**config.mk**
```make
export PLATFORM = sky130hd
export DESIGN_NAME = riscv_decoder
export DESIGN_NICKNAME = d
export VERILOG_FILES = /design/src/rtl/riscv_decoder.sv
export SDC_FILE = /design/constraint.sdc
export NUM_CORES = 1
export LEC_CHECK = 0
export CAP_MARGIN = 20
export CELL_PAD_IN_SITES_DETAIL_PLACEMENT = 0
export CELL_PAD_IN_SITES_GLOBAL_PLACEMENT = 1
export CORE_UTILIZATION = 18
export DETAILED_ROUTE_END_ITERATION = 10
export PLACE_DENSITY_LB_ADDON = 0.1
export SYNTH_ARGS = -nofsm -noshare
export SYNTH_HDL_FRONTEND = slang
export SYNTH_SLANG_ARGS = --single-unit
```
**constraint.sdc**
```tcl
create_clock -name vclk -period 2.1
set_clock_uncertainty 0.1 [all_clocks]
set_input_delay 0.21 -clock vclk [all_inputs]
set_output_delay 0.21 -clock vclk [all_outputs]
set_load 0.1 [all_outputs]
```
**src/rtl/riscv_decoder.sv**
```systemverilog
// rtl/riscv_decoder.sv - RV32I instruction field and immediate decoder
//
// Purely combinational decode of one 32-bit RV32I instruction word.
// clk and rst_n are present only so the block fits the core's port pattern.
// They never influence any output.
//
// Ports:
//   clk          in   1   system clock (unused by decode)
//   rst_n        in   1   asynchronous active-low reset (unused by decode)
//   instruction  in  32   raw instruction word
//   opcode       out  7   instruction[6:0]
//   rd           out  5   instruction[11:7]
//   funct3       out  3   instruction[14:12]
//   rs1          out  5   instruction[19:15]
//   rs2          out  5   instruction[24:20]
//   funct7       out  7   instruction[31:25]
//   imm          out 32   immediate for the format selected by opcode

module riscv_decoder (
    input  logic        clk,
    input  logic        rst_n,
    input  logic [31:0] instruction,
    output logic [6:0]  opcode,
    output logic [4:0]  rd,
    output logic [2:0]  funct3,
    output logic [4:0]  rs1,
    output logic [4:0]  rs2,
    output logic [6:0]  funct7,
    output logic [31:0] imm
);

    localparam logic [6:0] OP_LUI    = 7'b0110111;
    localparam logic [6:0] OP_AUIPC  = 7'b0010111;
    localparam logic [6:0] OP_JAL    = 7'b1101111;
    localparam logic [6:0] OP_JALR   = 7'b1100111;
    localparam logic [6:0] OP_BRANCH = 7'b1100011;
    localparam logic [6:0] OP_LOAD   = 7'b0000011;
    localparam logic [6:0] OP_STORE  = 7'b0100011;
    localparam logic [6:0] OP_IMM    = 7'b0010011;
    localparam logic [6:0] OP_REG    = 7'b0110011;
    localparam logic [6:0] OP_SYSTEM = 7'b1110011;

    // clk and rst_n are intentionally not part of the decode path.
    logic unused_ok;
    assign unused_ok = &{1'b0, clk, rst_n};

    // Raw field slices, driven for every instruction regardless of format.
    assign opcode = instruction[6:0];
    assign rd     = instruction[11:7];
    assign funct3 = instruction[14:12];
    assign rs1    = instruction[19:15];
    assign rs2    = instruction[24:20];
    assign funct7 = instruction[31:25];

    // Candidate immediates for every format; the opcode picks one below.
    // instruction[31] is always the sign bit, so replicating it sign-extends.
    logic [31:0] imm_i;
    logic [31:0] imm_s;
    logic [31:0] imm_b;
    logic [31:0] imm_u;
    logic [31:0] imm_j;

    assign imm_i = {{20{instruction[31]}}, instruction[31:20]};
    assign imm_s = {{20{instruction[31]}}, instruction[31:25], instruction[11:7]};
    assign imm_b = {{19{instruction[31]}}, instruction[31], instruction[7],
                    instruction[30:25], instruction[11:8], 1'b0};
    assign imm_u = {instruction[31:12], 12'h000};
    assign imm_j = {{11{instruction[31]}}, instruction[31], instruction[19:12],
                    instruction[20], instruction[30:21], 1'b0};

    always_comb begin
        imm = 32'h0000_0000;
        case (instruction[6:0])
            OP_IMM, OP_LOAD, OP_JALR, OP_SYSTEM: imm = imm_i;
            OP_STORE:                            imm = imm_s;
            OP_BRANCH:                           imm = imm_b;
            OP_LUI, OP_AUIPC:                    imm = imm_u;
            OP_JAL:                              imm = imm_j;
            // R-type carries no immediate; unknown opcodes read as zero too.
            OP_REG:                              imm = 32'h0000_0000;
            default:                             imm = 32'h0000_0000;
        endcase
    end

endmodule

```
==> results of run 1 <==
==> layout by cell type, fill, tap and decap left out, types with 2 or more instances in the layout <==
cell,Yosys,final
buf_12,0,65
and3_1,8,7
nor2_1,6,5
a22o_1,4,4
buf_4,33,24
dlygate4sd2_1,0,2
nand3_1,4,3
nor2_2,2,2
a21o_1,19,19
a21oi_1,3,3
nand2_1,5,4
dlymetal6s2s_1,0,3
a31oi_1,3,2
clkdlybuf4s50_1,0,27
or3_1,2,2
nand2_2,1,2
a31oi_4,0,2
==> where the power goes <==
group / internal [mW] / switching [mW] / total, mW / leakage, nW
sequential: 0 / 0 / 0 / 0
clock: 0 / 0 / 0 / 0
combinational: 0.271 / 0.453 / 0.724 / 1.22
total: 0.271 / 0.453 / 0.724 / 1.22
==> stage by stage <==
step	TNS, ns	util (%)	cell area, µm²	hold WS [ns]	std cells
2_1_floorplan	0	-	810.8	0.5315	114
3_3_place_gp	-0.6369	57.92	2384	0.9729	246
3_5_place_dp	-1.069	57.92	2384	0.9768	246
4_1_cts	0	58.50	2407	0.9118	247
5_1_grt	-0.1109	59.65	2455	0.7187	247
6_report	0	59.65	2455	0.7011	247
==> worst max path at each step <==
stage / start / end / cells after the start
after global routing: instruction[1] / imm[14] / 6
after global placement: instruction[5] / imm[2] / 6
after detailed placement: instruction[5] / imm[2] / 6
final: instruction[4] / imm[21] / 8
after floorplan: instruction[4] / imm[31] / 5
after CTS: instruction[0] / imm[23] / 7
==> what timing repair did <==
| action | CTS | global route |
|---|---|---|
| pin swaps | 2 | 3 |
| resized for setup | 6 | 12 |
| setup buffers | 1 | 0 |
| setup endpoints to repair | 24 | 29 |
==> cell type report <==
type	instances	area share, %
Timing Repair Buffer	121	73.60
Multi-Input combinational cell	76	23.85
Tap cell	50	2.548
==> critical path: cells and delay by family <==
| family | cells | cell delay (ns) |
|---|---|---|
| AO/OA/AOI/OAI | 2 | 0.34 |
| buffers and inverters | 4 | 0.96 |
| AND/OR/NAND/NOR | 2 | 0.23 |
==> routing by layer <==
layer / up-vias / GRT usage, % / wire (µm)
met5: - / 0 / 0
met4: 0 / 0 / 0
met3: 0 / 1.480 / 311
met2: 51 / 27.70 / 1931
met1: 518 / 18.12 / 1260
li1: 551 / - / -
==> logic make-up (layout without fill, tap and decap cells) <==
family,Yosys count,in the layout,share of synthesized area (%)
AND/OR/NAND/NOR,37,37,26.49
AO/OA/AOI/OAI,38,38,36.68
buffers and inverters,38,121,35.58
multiplexers,1,1,1.254
==> run metrics, run 1 <==
CP Class=in -> out; RSZ-0062 raised after global routing=yes; seq_cells=0; Fill cells=348; WHS Path Cells=2; crit-path max cell delay=0.43 ns; RePlAce Congestion=0.7615; crit-path max FO=9; first-pass GRT wire length=5354 µm; vias post-DR=1,120; Cell variety after synth=32; crit-path most repeated cell=buf_4; Synthesis Warnings=0; Leakage=1.223 nW; Post-Place Setup Slack=-0.08944 ns; Max Cap Viol=0; CP Launch Type=primary input; residual DRC count=0; final cycle utilization of the critical path=97.56%; Worst Hold Class=in -> out; worst setup margin=0.05114 ns; DR WL/cell=14.18 µm; Slew headroom=81.89%; Die Y=68.60 µm; pwr/cell area=294.8 nW/µm²; post-synthesis sequential area ratio=0%; initial antenna violation count=0; layout cells sized above 1=53.81%; Die Area=4705 µm²; GR Util All Layers=14.45%; top-area cell type share of the netlist area=31.03%; Syn Inst Count=114; Vias/cell=4.534; worst endpoint data arrival time=1.74 ns; min-delay src=instruction[0]; Critical Path Sink Type=primary output; hold-fix buffers at CTS=0; FF/Latch Area=0 µm²; dominant cell type by area after synthesis=buf_4; Post-Synthesis Net Count=148; Pre-antenna DRT Iters=4; DR iter-0 viols=21; Port-buffer cells=96; top-count cell post-synth=buf_4; Hold Fails Final Rpt=0; Max VDD drop=0.1357 mV; routed wire length=3503 µm; Hold Path Sink=opcode[0]; Setup Viol. Count Final=0; total power=723.8 µW; Slowest-stage cell, CP=clkdlybuf4s50_1; Die Wd=68.60 µm; post-route antenna net violation count=0; row cnt=23; worst-margin pin slew=0.2707 ns; Detail Placement HPWL=2967 µm; Overflow after GRT=0; Syn Area/Cell=7.002 µm²; outcome=completed; crit path time final=2.049 ns; core box area=4115 µm²; area of the multi-input gates=585.6 µm²; P&R area growth vs syn=207.5%; largest cells by area after synthesis=buf_4 31%, a21o_1 18%, and3_1 6.3%; Final #Nets=233; Slew Limit Fails=0; CP required=1.79 ns; layout clock buffer count=0; # IOs=98; starting density of the core=19.40%; Max Freq=488.1 MHz; n_diodes=0; commonest cells in the netlist=33 x buf_4, 19 x a21o_1, 8 x and3_1; mapped cell area=798.3 µm²; number of global-route vias before repair=1,100; crit-path cells=clkdlybuf4s50_1 -> buf_4 -> nor2_1 -> nand2_2 -> a31oi_4 -> buf_4 -> a21o_1 -> buf_12; pin count of the biggest net entering global routing=12
No activity file was read; power rests on OpenSTA's default activity.
==> run 2: changes to the inputs <==
CORE_UTILIZATION = 16   (was 18)
clock period = 1.9 ns   (was 2.1 ns; I/O delays follow)
==> run 2 against run 1 <==
Compared with the run above:
- die area grew 12%
- non-clock buffer count grew 6
- wire length grew 0.60%
- largest cell class unchanged
- highest routed layer unchanged
==> run metrics, run 2 (synthesized netlist as in run 1, its figures left out) <==
Max Freq=541.6 MHz; crit path time final=1.846 ns; most common cell after layout, fill and taps aside=buf_12; Cells after DPL=269; CP Class=in -> out; Die Wd=72.64 µm; first-pass GRT wire length=5485 µm; starting density of the core=16.79%; layout cells sized above 1=56.65%; Max Cap Viol=0; DR WL/cell=13.05 µm; core box area=4755 µm²; Hold Fails Final Rpt=0; final core occ=53.68%; Setup Viol. Count Final=0; Die Area=5276 µm²; crit-path max FO=9; Detail Placement HPWL=3025 µm; RePlAce Congestion=0.7664; Final Non-Filler Cells=270; Slowest-stage cell, CP=or3_1; worst-margin pin slew=0.2356 ns; post-route antenna net violation count=0; P&R area growth vs syn=219.7%; DR iter-0 viols=17; routed wire length=3524 µm; Overflow after GRT=0; Critical Path Sink Type=primary output; Pre-antenna DRT Iters=4; Slew Limit Fails=0; layout clock buffer count=0; RSZ-0062 raised after global routing=no; Die Y=72.64 µm; GR Util All Layers=12.58%; initial antenna violation count=0; Slew headroom=84.28%; crit-path cells=clkdlybuf4s15_1 -> buf_4 -> mux2i_1 -> or3_1 -> a31oi_4 -> buf_12; Worst Hold Class=in -> out; number of global-route vias before repair=1,078; CP Launch Type=primary input; Vias/cell=4.152; n_diodes=0; Final #Nets=239; worst endpoint data arrival time=1.56 ns; Max VDD drop=0.1395 mV; residual DRC count=0; FF/Latch Area=0 µm²; total power=814.7 µW; cell family with most CP delay=buffers and inverters; CP required=1.61 ns; Leakage=1.242 nW; outcome=completed; vias post-DR=1,121; pwr/cell area=319.2 nW/µm²; row cnt=25; WP buf/inv=3; pin count of the biggest net entering global routing=12; Port-buffer cells=96; final cycle utilization of the critical path=97.18%; # IOs=98; crit-path max cell delay=0.36 ns; seq_cells=0; most frequent cells in the layout=65 x buf_12, 28 x buf_4, 24 x clkdlybuf4s50_1
## run 2: cell types whose count changed in the layout (fill, tap and decap cells not counted), sizes merged
cell	previous run	this run
buf	89	95
clkdlybuf4s50	27	24
clkdlybuf4s15	0	2
dlygate4sd2	2	4
dlymetal6s2s	3	1
clkbuf	0	1
## run 2: power by group
part	internal, mW	leakage, nW	total [mW]	switching, mW
clock network	0	0	0	0
registers	0	0	0	0
logic	0.307	1.24	0.815	0.508
total	0.307	1.24	0.815	0.508
## run 2: worst paths after layout
check	start	to	slack (ns)	cells after the start
setup / recovery	instruction[2]	imm[31]	0.05	6
hold / removal	instruction[31]	funct7[6]	0.74	3
## run 2: layout make-up
cell class	instances	area [µm²]
Fill cell	445	2202
Timing Repair Buffer	127	1847
Multi-Input combinational cell	76	621.8
Tap cell	67	83.83
## run 2: stage by stage
step	TNS (ns)	setup slack, ns	instance area [µm²]	hold WS (ns)
final	0	0.05364	2552	0.7449
after CTS	0	0.01188	2510	0.8332
after detailed placement	-6.833	-0.2517	2450	0.9411
after global routing	0	0.004144	2552	0.7583
after global placement	-6.469	-0.2517	2450	0.9331
after floorplan	-0.1432	-0.1432	810.8	0.4915
## run 2: timing repair
action                     CTS  global route
gates resized for setup     19            13
hold buffers                 0             0
cloned                       0             0
buffers inserted             1             0
setup endpoints to repair   32            30
pin swaps                   10             2
## run 2: layer usage
| layer | up-vias | track usage [%] | routed length, µm |
|---|---|---|---|
| met1 | 519 | 15.67 | 1423 |
| li1 | 559 | - | - |
| met4 | 0 | 0 | 0 |
| met2 | 43 | 24.71 | 1883 |
| met3 | 0 | 0.9669 | 217 |
| met5 | - | 0 | 0 |
==> run 3: changes to the inputs <==
==> constraint.sdc (replaced) <==
create_clock -name vclk -period 1.9
set_clock_uncertainty 0.1 [all_clocks]
set_input_delay 0.285 -clock vclk [all_inputs]
set_output_delay 0.285 -clock vclk [all_outputs]
set_load 0.1 [all_outputs]
==> run 3 against run 2 <==
Compared with the run above:
- cell count is 1.5% higher
- utilization is 2.4 points higher
- sequential share of layout area did not move
- first-iteration DRC count rose by 12%
- combinational power rose by 3.3%
- setup slack worse by 0.016 ns
- power grew 3.4%
- non-clock buffer count rose by 3
- cell area is 4.5% higher
- sequential cell count unchanged
- highest routed layer is now met4
==> run metrics, run 3 (synthesized netlist as in run 1, its figures left out) <==
Slew Limit Fails=0; # IOs=98; row cnt=25; Port-buffer cells=96; hold-fix buffers at CTS=0; Vias/cell=4.248; Leakage=1.213 nW; Die Wd=72.64 µm; Max Freq=537.0 MHz; P_int=321.1 µW; core box area=4755 µm²; TNS Setup=0 ns; Die Y=72.64 µm; met1 WL=1553 µm; Clk pwr share=0%; CP Class=in -> out; Hold Fails Final Rpt=0; Final Non-Filler Cells=274; Slowest-stage cell, CP=and2b_2; DP Area=2479 µm²; part of the power in registers=0%; routed wire length=3896 µm; cell family with most CP delay=buffers and inverters; pwr/cell area=315.7 nW/µm²; WP buf/inv=3; Max Cap Viol=0; worst hold slack=0.7642 ns; CP required=1.51 ns; crit path time final=1.862 ns; worst endpoint data arrival time=1.48 ns; Comb power frac=100.0%; starting density of the core=16.79%; most frequent cells in the layout=64 x buf_12, 28 x buf_4, 23 x clkdlybuf4s50_1; pin count of the biggest net entering global routing=13; final core occ=56.11%; crit-path max cell delay=0.27 ns; Cells after DPL=267; Detail Placement HPWL=3054 µm; Slew headroom=80.04%; Critical Path Sink Type=primary output; crit-path max FO=4; GR Util All Layers=13.88%; initial antenna violation count=0; outcome=completed; total power=842.2 µW; DR iter-0 viols=19; final cycle utilization of the critical path=98.01%; layout clock buffer count=0; Final #Nets=243; layout cells sized above 1=76.81%; residual DRC count=0; switching power=521.1 µW; most common cell after layout, fill and taps aside=buf_12; RePlAce Congestion=0.7854; Max VDD drop=0.1143 mV; Met3 Routed Length=214 µm; P&R area growth vs syn=234.2%; seq_cells=0; switching share of power=61.87%; post-route antenna net violation count=0; top routing layer used=met4; n_diodes=0; crit-path cells=buf_2 -> and2b_2 -> nand3_4 -> buf_4 -> o211ai_1 -> o2bb2ai_4 -> buf_12; RSZ-0062 raised after global routing=yes; met2 wire len=2101 µm; Overflow after GRT=0; first-pass GRT wire length=5878 µm; Post-Place Setup Slack=-0.4516 ns; Setup Viol. Count Final=0; worst-margin pin slew=0.2981 ns; vias post-DR=1,164; worst setup margin=0.03776 ns; Die Area=5276 µm²; design area=2668 µm²; CP Launch Type=primary input; Worst Hold Class=in -> out; number of global-route vias before repair=1,107; Pre-antenna DRT Iters=4; DR WL/cell=14.22 µm; FF/Latch Area=0 µm²
[run 3: cell type report]
class | count | area (µm²)
fillers | 437 | 2087
multi-input cells | 77 | 732.0
repair buffers | 130 | 1852
well taps | 67 | 83.83
[run 3: timing repair]
action / 4_1_cts / 5_1_grt
setup endpoints to repair: 32 / 24
gates cloned: 2 / 0
gates resized for setup: 57 / 13
pin swaps: 16 / 7
setup buffers: 6 / 0
[run 3: power by group through the flow]
stage                     combinational, mW  sequential, mW  clock [mW]
after global routing                  0.866               0           0
after detailed placement              0.810               0           0
after CTS                             0.838               0           0
after global placement                0.807               0           0
after floorplan                       0.494               0           0
final                                 0.842               0           0
[run 3: path summary, 6_finish.rpt]
check | start | depth (start not counted) | end
setup / recovery | instruction[4] | 7 | imm[11]
hold / removal | instruction[4] | 2 | opcode[4]
[run 3: layer usage]
layer | track usage [%] | vias up
met5 | 0 | -
met4 | 0.8715 | 0
met3 | 1.243 | 2
met2 | 27.00 | 47
met1 | 17.08 | 539
li1 | - | 576
